===== src/rtl/tick_bcd_counter.sv =====
// Two-channel packed-BCD event counter: channel R counts synchronized raw_in rising edges,
// channel D counts debouncer ticks. Each channel has a sticky overflow flag.
module tick_bcd_counter #(
    parameter int unsigned DIGITS = 2,
    parameter bit          WRAP   = 1'b1
) (
    input  logic                  clk,
    input  logic                  reset,
    input  logic                  clr,
    input  logic                  raw_in,
    input  logic                  db_tick,
    output logic [4*DIGITS-1:0]   raw_cnt,
    output logic [4*DIGITS-1:0]   db_cnt,
    output logic                  raw_ovf,
    output logic                  db_ovf
);

    localparam int unsigned W = 4 * DIGITS;

    // Returns {all_nines, incremented value}; the value is 0 when all digits were 9.
    function automatic logic [W:0] bcd_inc(input logic [W-1:0] v);
        logic [W-1:0] nxt;
        logic         carry;
        logic [3:0]   digit;
        nxt   = '0;
        carry = 1'b1;
        for (int unsigned i = 0; i < DIGITS; i++) begin
            digit = v[4*i +: 4];
            if (carry) begin
                if (digit == 4'd9) begin
                    nxt[4*i +: 4] = 4'd0;
                end else begin
                    nxt[4*i +: 4] = digit + 4'd1;
                    carry         = 1'b0;
                end
            end else begin
                nxt[4*i +: 4] = digit;
            end
        end
        return {carry, nxt};
    endfunction

    // Synchronizer (s1, s2) plus edge-detect history (s3); unaffected by clr.
    logic s1, s2, s3;
    logic raw_tick;

    always_ff @(posedge clk or negedge reset) begin
        if (!reset) begin
            s1 <= 1'b0;
            s2 <= 1'b0;
            s3 <= 1'b0;
        end else begin
            s1 <= raw_in;
            s2 <= s1;
            s3 <= s2;
        end
    end

    assign raw_tick = s2 & ~s3;

    // Index 0 is channel R, index 1 is channel D.
    logic [1:0][W-1:0] cnt_q, cnt_d;
    logic [1:0]        ovf_q, ovf_d;
    logic [1:0]        tick;
    logic [1:0][W:0]   inc;

    assign tick = {db_tick, raw_tick};

    always_comb begin
        cnt_d = cnt_q;
        ovf_d = ovf_q;
        inc   = '0;
        for (int ch = 0; ch < 2; ch++) begin
            inc[ch] = bcd_inc(cnt_q[ch]);
            if (clr) begin
                cnt_d[ch] = '0;
                ovf_d[ch] = 1'b0;
            end else if (tick[ch]) begin
                if (inc[ch][W]) begin
                    ovf_d[ch] = 1'b1;
                    cnt_d[ch] = WRAP ? '0 : cnt_q[ch];
                end else begin
                    cnt_d[ch] = inc[ch][W-1:0];
                end
            end
        end
    end

    always_ff @(posedge clk or negedge reset) begin
        if (!reset) begin
            cnt_q <= '0;
            ovf_q <= '0;
        end else begin
            cnt_q <= cnt_d;
            ovf_q <= ovf_d;
        end
    end

    assign raw_cnt = cnt_q[0];
    assign db_cnt  = cnt_q[1];
    assign raw_ovf = ovf_q[0];
    assign db_ovf  = ovf_q[1];

endmodule


===== config.mk =====
export PLATFORM = sky130hd
export DESIGN_NAME = tick_bcd_counter
export DESIGN_NICKNAME = d
export VERILOG_FILES = /design/src/rtl/tick_bcd_counter.sv
export SDC_FILE = /design/constraint.sdc
export NUM_CORES = 1
export LEC_CHECK = 0
export ABC_AREA = 1
export CORE_ASPECT_RATIO = 0.5
export CORE_MARGIN = 2
export CORE_UTILIZATION = 29
export CTS_BUF_LIST = sky130_fd_sc_hd__clkbuf_4 sky130_fd_sc_hd__clkbuf_8 sky130_fd_sc_hd__clkbuf_16
export CTS_CLUSTER_DIAMETER = 100
export DETAILED_ROUTE_END_ITERATION = 16
export MAX_ROUTING_LAYER = met4
export PLACE_DENSITY = 0.48
export SLEW_MARGIN = 20
export SYNTH_ARGS = -nofsm -noshare
export SYNTH_HDL_FRONTEND = slang
export SYNTH_SLANG_ARGS = --single-unit

===== constraint.sdc =====
create_clock -name clk -period 1.83 [get_ports clk]
set_input_delay 0.366 -clock clk [delete_from_list [all_inputs] [get_ports clk]]
set_output_delay 0.366 -clock clk [all_outputs]
set_load 0.03 [all_outputs]

Word-level counts from Yosys, hierarchy flattened
Cells that the tools add are included.
Cells by class
  $add $sub $neg: 4
  shift-type cells: 0
  reduce and logical (&&, ||, !) cells: 10
  multipliers: 0
  bitwise logic cells: 2
  $lt $le $gt $ge: 0
  muxes and demuxes: 24
  div/mod/pow operators: 0
  eq/ne operators: 4
Operators with widths (count)
  $mux W8: 6
  $mux W4: 6
  $add A4 B1 Y4 const B: 4
  $eq A4 B4 Y1 const B: 4
  $mux W1: 12
  $reduce_and A2 Y1: 4
  $reduce_bool A2 Y1: 4
  $reduce_bool A3 Y1: 2
  $and A1 B1 Y1: 1
  $not A1 Y1: 1
Storage, ports and cells
  bits in registers: 21
  input port bits: 5
  bits in read-only memories: 0
  memories: 0
  bits in writable memories: 0
  latch bits: 0
  word-level logic and storage cells: 53

Depth between registers and ports, before layout
Gate-level depths: netlist (run 1).
  depth in word-level cells: 6
  depth in mapped cells: 8

Worst setup path after synthesis (run 1)
OpenSTA, ideal clock, no wires.
  kind: register to register
  start: register cnt_q (netlist bit db_cnt[1])
  end: register cnt_q (netlist bit db_cnt[4])
  arrival time: 1.237 ns
  period minus slack after synthesis: 1.364 ns
  stages on the path, launching flop included: 9
  data required time: 1.703 ns
  path slack: 0.466 ns
  cell sequence: dfrtp_1 -> inv_1 -> ha_1 -> nand3_2 -> nand2_2 -> nand2_4 -> inv_1 -> nand2_1 -> o21ai_0
On the way
  word-level cells in the longest chain between the ends: 6
Ends and longest elaborated chain
  from (decl): line 62  | logic [1:0][W-1:0] cnt_q, cnt_d;
  from (signal assigned): line 94  | cnt_q <= cnt_d;
  $eq A4 B4 Y1 (*): line 30  | if (digit == 4'd9) begin
  $mux W1 (*): line 30
  $mux W1: line 29  | if (carry) begin
  $mux W8: line 79  | if (inc[ch][W]) begin
  $mux W8: line 78  | end else if (tick[ch]) begin
  $mux W8: line 75  | if (clr) begin
Every way passes the cells marked *; elsewhere a longest branch is shown, timed or not. The select of a mux whose other input is x is not followed.
A chain may end at the register's enable or synchronous reset.

Worst setup path after layout (run 1)
  start: register cnt_q (netlist bit raw_cnt[3])
  end: output port raw_cnt[3]
RTL lines
  to (decl): line 12  | output logic [4*DIGITS-1:0] raw_cnt,
No word-level cell between the ends.

==> out/summary.md, run 1 <==
In the global route stage, met2 resource usage came out at 17.1%. The family with the most delay on the worst path is buffers and inverters. The most common cell in the netlist was nand2_1. On the critical path, the stage with the largest delay is an instance of clkdlybuf4s50_1. The clock passes through at most 2 buffers. The worst setup path is of the flop to output pin kind. Row generation in the floorplan step produced 15 rows. Power density relative to cell area: 864 mW/mm^2.

The logs give 1.41 ns for the arrival time reported for the critical path endpoint and 1 for the total number of H-tree levels. After routing the design area is 0.00146 sq mm. For the instance area at placement, the log shows 0.00140 sq mm. For this run, design rule violations remaining after detail routing come to 0. The post-CTS setup buffer count was 0; the ratio of routed vias to standard cells was 4.27. Of the total power, the clock network draws 26.0%. The logs give 0.000459 V for the highest ir drop seen on vdd and 0.758 for the weighted congestion reported at the end of routability-driven placement. For met3 alone, demand over resource in global routing was 3.31%. The commonest cells after synthesis are nand2_1 (33), dfrtp_1 (21), nor2_1 (16).

The via count of the first global-routing pass was 785. Setup repair after global routing left no endpoint under its margin. The gate count of the mapped netlist is 137, and the total routing resource utilization after global routing is 11.9%.

The prevailing post-synth register cell is dfrtp_1. Summing every instance area after synthesis gives 0.00112 sq mm. The slew at the pin closest to its max-slew limit was 0.315 ns; the total of endpoints with negative setup slack in the final report was 0. Fill cells in the final layout number 371.

The clock skew after layout is 0.00480 ns. The critical path goes through clkdlybuf4s50_1. STA puts the critical path data required time at 1.46 ns. During I/O placement, the number of pins put on the boundary was 23. The chip width was 91.9 um.

The path class of the tightest hold or removal check is flop to flop. In this run the remaining antenna-violating nets after routing total 0. Final design utilization: 40.8%. The number of buffer and inverter stages on the critical path came out at 1. Across all setup checks in the final design, the least slack found is 0.0564 ns. Across the run, the number of max-cap violations was 0.

The clock slew at the register clock pins of the worst setup and hold paths is 0.08 ns, and the clock latency on the worst-skew pair is 0.26 ns. Before CTS, the worst setup slack after placement is 0.166 ns. TritonCTS built the clock tree. The post-route netlist has 9.82% of its cells at a drive strength greater than 1. Of the total power, the share spent switching nets is 34.4%. The met1 capacity usage during global routing came out at 15.7%.

The first global-routing pass estimated 3700 um of wire. The area inside the core boundary is 0.00357 sq mm. The maximum clock frequency came out at 564 MHz. After routing, the total negative slack on setup checks comes to 0 ns. Yosys attributes the largest share of cell area to dfrtp_1 (47%), nand2_1 (11%), ha_1 (6.7%). Compared with the post-synthesis result, the final layout area differs by 29.8%.

The initial antenna violation count came out at 0. The most area-hungry cell type in the Yosys netlist was dfrtp_1. Headroom to the max-slew limit came out at 79.0%. The tree is rooted in a clkbuf_8. The repair_antennas step left the layout with diodes totalling 0. The tools report the total number of nets in the final design as 175. The layer flagged by global routing as most heavily used is met2. The run gives 2250 um as the final wirelength. The initial standard-cell utilization of the core was 31.4%; the maximum fanout along the worst path was 6. Area enclosed by the die boundary: 0.00441 sq mm.

STA classifies the critical path startpoint as a flop. The reg-to-reg critical path startpoint is db_cnt[1]. Per report_power, the sequential group accounts for 45.8% of the total.

For the synthesized net count, the log shows 148. Of the available clock period, the critical path in the final layout requires 96.9%. The count of flip-flops with a built-in enable after synthesis is 0.

The largest stage delay on the critical path was 0.70 ns. The routed design could run at a clock period as short as 1.77 ns. The flow ran to the end, and the final reports show no timing, DRC or antenna violations.

The detailed-route wire length per cell is 10.5 um. The register bit total from synthesis came out at 21. The total clock sinks came out at 21. For this design, the CTS-stage hold fixing added 0 buffers. The detailed router placed 914 vias in this run. For the reported leakage power, the log shows 0.750 nW. The internal portion of the total power is 0.000825 W. In this run the biggest area consumer among cell types represents 46.9% of the synthesized area.

The average footprint of a synthesized cell is 8.18 sq um. Counting flops with an async set or reset pin after synthesis yields a share of 100%. Count of cell types in the netlist: 22. The design draws 0.00126 W. The final number of max-transition violations is 0, and the HPWL after detailed placement is 1660 um.

For the final count of hold timing violations, the log shows 0. Entering global routing, the biggest net connects 22 pins. Sum of overflow across all layers after global routing: 0. The run gives 46.9% as the sequential cell area fraction in the yosys report.

The DRC marker count from the first detailed-route iteration was 18. In this run the most critical hold path is launched from s1. The number of optimization iterations in the first detailed-route pass is 4. In this run the power spent charging and discharging nets is 0.000432 W. The endpoint kind of the worst setup timing path is an output pin. In this run the tool buffered the top-level ports with 22 buffer cells.

The chip height is 48.0 um, and the combinational cell fraction of total power is 28.2%. The number of clock buffers added by TritonCTS is 3. The critical path starts at raw_cnt[3]. For the number of warnings printed during yosys synthesis, the log shows 0.
## metal layers
metal	routed length, um	up-vias	part of all wire [%]
li1	-	493	-
met1	1240	406	55
met2	930	12	41
met3	63	3	2.8
met4	11	0	0.49
met5	0	-	0
## cells in the final DEF (no fill, tap or decap), types with 5 or more instances in the layout
master / synthesis / routed
inv_1: 14 / 14
dfrtp_1: 21 / 21
ha_1: 6 / 6
nand3_1: 12 / 12
nor2_1: 16 / 16
nand4_1: 5 / 5
clkdlybuf4s50_1: 0 / 17
nand2_1: 33 / 33
inv_2: 5 / 5
o21ai_0: 5 / 5
## power groups by stage
| stage | Sequential, W | Combinational (W) | Clock [W] |
|---|---|---|---|
| 2_1_floorplan | 0.000668 | 0.000132 | 0 |
| 3_3_place_gp | 0.000584 | 0.000362 | 0 |
| 3_5_place_dp | 0.000586 | 0.000362 | 0 |
| 4_1_cts | 0.000577 | 0.000360 | 0.000345 |
| 5_1_grt | 0.000587 | 0.000391 | 0.000363 |
| 6_report | 0.000576 | 0.000354 | 0.000327 |
## flip-flops by register name (all words and copies together), names as in the netlist
signal	cells
db_cnt	8
ovf_q	2
raw_cnt	8
s1	1
s2	1
s3	1
## final cells by class
class	count	area, sq um	share of cell area [%]
multi-input combinational	96	513	35.3
clock buffer	4	48.8	3.35
inverter	19	71.3	4.90
sequential	21	526	36.1
tap	51	63.8	4.39
timing repair buffer	23	233	16.0
## path summary, 6_finish.rpt
path                               to  slack (ns)  cells after the start
max                        raw_cnt[3]        0.06                      1
min                                s2        0.35                      0
max reg2reg                 db_cnt[4]        0.56                      7
min reg2reg                        s2        0.35                      0
max in group asynchronous    ovf_q[0]        1.16                      2
min in group asynchronous          s2        0.44                      2
## logic make-up (layout without fill, tap and decap cells)
logic type / count (synthesis) / count (layout) / share of synthesized area (%)
buffers and inverters: 20 / 46 / 7.37
adder cells (fa/ha/maj): 6 / 6 / 6.70
AO/OA/AOI/OAI: 12 / 12 / 5.58
AND/OR/NAND/NOR: 75 / 75 / 31.1
flip-flops: 21 / 21 / 46.9
XOR/XNOR: 3 / 3 / 2.34
## what timing repair did
item | in CTS | in global routing
endpoints found under the hold margin | 0 | 0
endpoints found under the setup margin | 2 | 3
resized for setup | 2 | 3
## through the flow
| step | cells | hold WS [ns] |
|---|---|---|
| after floorplan | 137 | 0.0704 |
| after global placement | 210 | 0.335 |
| after detailed placement | 210 | 0.336 |
| after CTS | 214 | 0.351 |
| after global routing | 214 | 0.352 |
| final | 214 | 0.346 |
Power figures use the tool's default switching activity.
==> run 2: changes to the inputs <==
--- a/config.mk
+++ b/config.mk
@@ -14,6 +14,7 @@
 export DETAILED_ROUTE_END_ITERATION = 16
 export MAX_ROUTING_LAYER = met4
 export PLACE_DENSITY = 0.48
+export RECOVER_POWER = 25
 export SLEW_MARGIN = 20
 export SYNTH_ARGS = -nofsm -noshare
 export SYNTH_HDL_FRONTEND = slang
==> run 2 against run 1 <==
Register-to-register slack about the same. Final cell count unchanged. First-iteration DRC count unchanged. Hold slack unchanged. Sequential share of layout area increased by 0.094 points. Largest power group unchanged. Clock power about the same. Sequential power about the same. Die area unchanged. Critical path depth unchanged. Maximum frequency unchanged.
==> out/summary.md, run 2 (synthesized netlist as in run 1, its figures left out) <==
STA puts the critical path data arrival time at 1.41 ns. Combinational cells account for 28.1% of the total power. The count of buffers added on input and output ports is 22. The first element of the critical path is raw_cnt[3]. The tools report the type of element launching the critical path as a flop. By startpoint and endpoint, the worst setup path is classified as flop to output pin. The total clock sinks is 21. Entering global routing, the biggest net connects 22 pins. The worst hold path passes through 0 cells.

Across the run, the number of max-cap violations was 0. The initial antenna violation count was 0; the reg2reg setup slack was 0.56 ns. Derived from the worst setup path, the maximum achievable clock frequency is 564 MHz.

The endpoint identified for the worst register-to-register timing path is db_cnt[4]. The share of the clock period used by the worst path is 96.9%. The chip height was 48.0 um; the final sum of negative setup slack was 0 ns.

The number of buffer and inverter stages on the critical path was 1; the clock period minus final worst setup slack was 1.77 ns. The via count of the first global-routing pass is 785. The first global-routing pass estimated 3700 um of wire. In this run the horizontal extent of the chip is 91.9 um.

The portion of total power attributed to sequential cells was 45.9%. For this design, the CTS-stage hold fixing added 0 buffers. For the part of the total power dissipated in the clock network, the log shows 26.1%. TritonCTS built the clock tree. Sink of the worst hold path: s2. The detailed router placed 914 vias in this run.

In the routed design, unresolved DRC markers number 0. The analysis attributes to net switching a power of 0.000432 W. The run finished with clean final reports.

For the number of antenna diodes, the log shows 0. The final count of hold timing violations was 0; the detailed-route wire length per cell was 10.5 um. After floorplanning, the core was sized to cover 0.00357 sq mm. The total number of H-tree levels came out at 1. After detailed placement, the total cell area comes to 0.00140 sq mm. Number of buffers added by the clock tree synthesis step: 3. The critical path goes through clkdlybuf4s50_1.

Compared with the post-synthesis result, the final layout area differs by 29.5%. Setup repair after global routing left no endpoint under its margin. The tools report the data required time at the worst endpoint as 1.46 ns. The initial utilization of the core area, before any placement, comes to 31.4%. The ratio of routed vias to standard cells was 4.27; the area enclosed by the die boundary was 0.00441 sq mm. The startpoint of the lowest-slack hold path was s1. Across the whole layout, storage elements account for 526 sq um. In this run the critical register-to-register path is launched from db_cnt[1].

For the combined area of the multi-input logic cells, the log shows 513 sq um. Across the VDD grid, the largest voltage drop is 0.000459 V. Pin placement for this block handled 23 I/O pins.

The clock reaches the later pin of the worst-skew pair after 0.26 ns. The count of standard-cell rows is 15. For this run, the detailed router's first-pass iteration total came to 4. Across every metal layer, demand over resource in global routing totals 11.9%. The root buffer cell chosen for the clock tree is clkbuf_8. For the remaining antenna violation count, the log shows 0. The slew at the pin closest to its max-slew limit was 1.16 ns. The layout has 371 filler cells.

Internal power comes to 0.000824 W. The slowest stage of the critical path belongs to the cell clkdlybuf4s50_1. The total number of nets in the final design was 175; the largest stage delay on the critical path was 0.70 ns. The power density relative to cell area came out at 865 mW/mm^2. The relative max-transition margin was 22.7%. The cell family contributing the most delay on the critical path is buffers and inverters. Counting along the longest clock path gives a buffer depth of 2. The total of endpoints with negative setup slack in the final report was 0; the DRC marker count from the first detailed-route iteration was 18. In this run the worst hold path is classified as flop to flop.

The share of total power consumed by net switching is 34.4%. The reported leakage power is 0.747 nW. The library cell used most frequently in the layout, excluding fill and tap cells, is nand2_1.

The logs give 0 for the sum of overflow across all layers after global routing and 0.00480 ns for the clock skew after layout. After clock tree synthesis, the clock-pin slew on the worst setup and hold paths is 0.08 ns. Of all nets on the critical path, the largest fanout is 6. Summed over all layers, the routed wires come to 2250 um. The fraction of final layout cells sized beyond drive strength 1 came out at 9.20%.

The HPWL after detailed placement was 1660 um. Final standard cell area without fillers: 0.00145 sq mm. The final number of max-transition violations was 0; the length in cells of the worst reg-to-reg path was 7. The run gives 0.758 as the weighted congestion reported at the end of routability-driven placement.

The library cells used most frequently in the layout, excluding fill and tap cells, are nand2_1 (33), dfrtp_1 (21), nor2_1 (16), clkdlybuf4s50_1 (16), inv_1 (14). The tools report the endpoint kind of the worst setup timing path as an output pin.
run 2: cell types whose count changed in the layout (fill, tap and decap cells not counted), sizes merged:
cell,change
buf,-1
dlygate4sd3,+1
clkdlybuf4s50,-1
clkbuf,+1
run 2: worst max-delay path by stage:
stage	slack, ns	endpoint	cells past startpoint
final	0.06	raw_cnt[3]	1
after detailed placement	0.17	db_cnt[4]	7
after global placement	0.23	db_cnt[4]	7
after global routing	0.003	db_cnt[2]	1
after CTS	0.007	raw_cnt[1]	1
after floorplan	0.47	db_cnt[4]	8
run 2: area by class of cell:
type	count	area share [%]
Multi-Input combinational cell	96	35.3
Tap cell	51	4.40
Sequential cell	21	36.2
Inverter	19	4.91
Clock buffer	4	3.36
Timing Repair Buffer	23	15.8
run 2: metal layers:
layer	GRT usage, %	share of wire [%]	up-vias
li1	-	-	493
met1	15.7	55	406
met2	17.1	41	12
met3	3.31	2.8	3
met4	5.37	0.49	0
met5	-	0	-
run 2: worst reg2reg max path, delay by kind of cell (launching register included):
family	cells	cell delay (ns)
buffers and inverters	2	0.21
AO/OA/AOI/OAI	1	0.09
AND/OR/NAND/NOR	3	0.27
adder cells (fa/ha/maj)	1	0.15
flip-flops	1	0.43
run 2: repair_timing:
item / 4_1_cts / 5_1_grt
pin swaps: 0 / 0
buffers inserted: 0 / 0
setup endpoints to repair: 2 / 3
resized for setup: 2 / 3
cloned: 0 / 0
run 2: power groups by stage:
stage | Clock (W) | Sequential [W] | Combinational [W]
after floorplan | 0 | 0.000668 | 0.000132
after global placement | 0 | 0.000584 | 0.000362
after detailed placement | 0 | 0.000586 | 0.000362
after CTS | 0.000345 | 0.000577 | 0.000360
after global routing | 0.000363 | 0.000587 | 0.000390
final | 0.000327 | 0.000576 | 0.000353
run 2: stage by stage:
| step | total power [W] | setup slack (ns) | hold WS [ns] | utilization [%] | cells |
|---|---|---|---|---|---|
| 6_report | 0.00126 | 0.0564 | 0.346 | 40.7 | 214 |
| 5_1_grt | 0.00134 | 0.00287 | 0.352 | 40.7 | 214 |
| 4_1_cts | 0.00128 | 0.00674 | 0.351 | 40.6 | 214 |
| 3_5_place_dp | 0.000948 | 0.166 | 0.336 | 39.3 | 210 |
| 3_3_place_gp | 0.000946 | 0.228 | 0.335 | 39.3 | 210 |
| 2_1_floorplan | 0.000799 | 0.466 | 0.0704 | - | 137 |
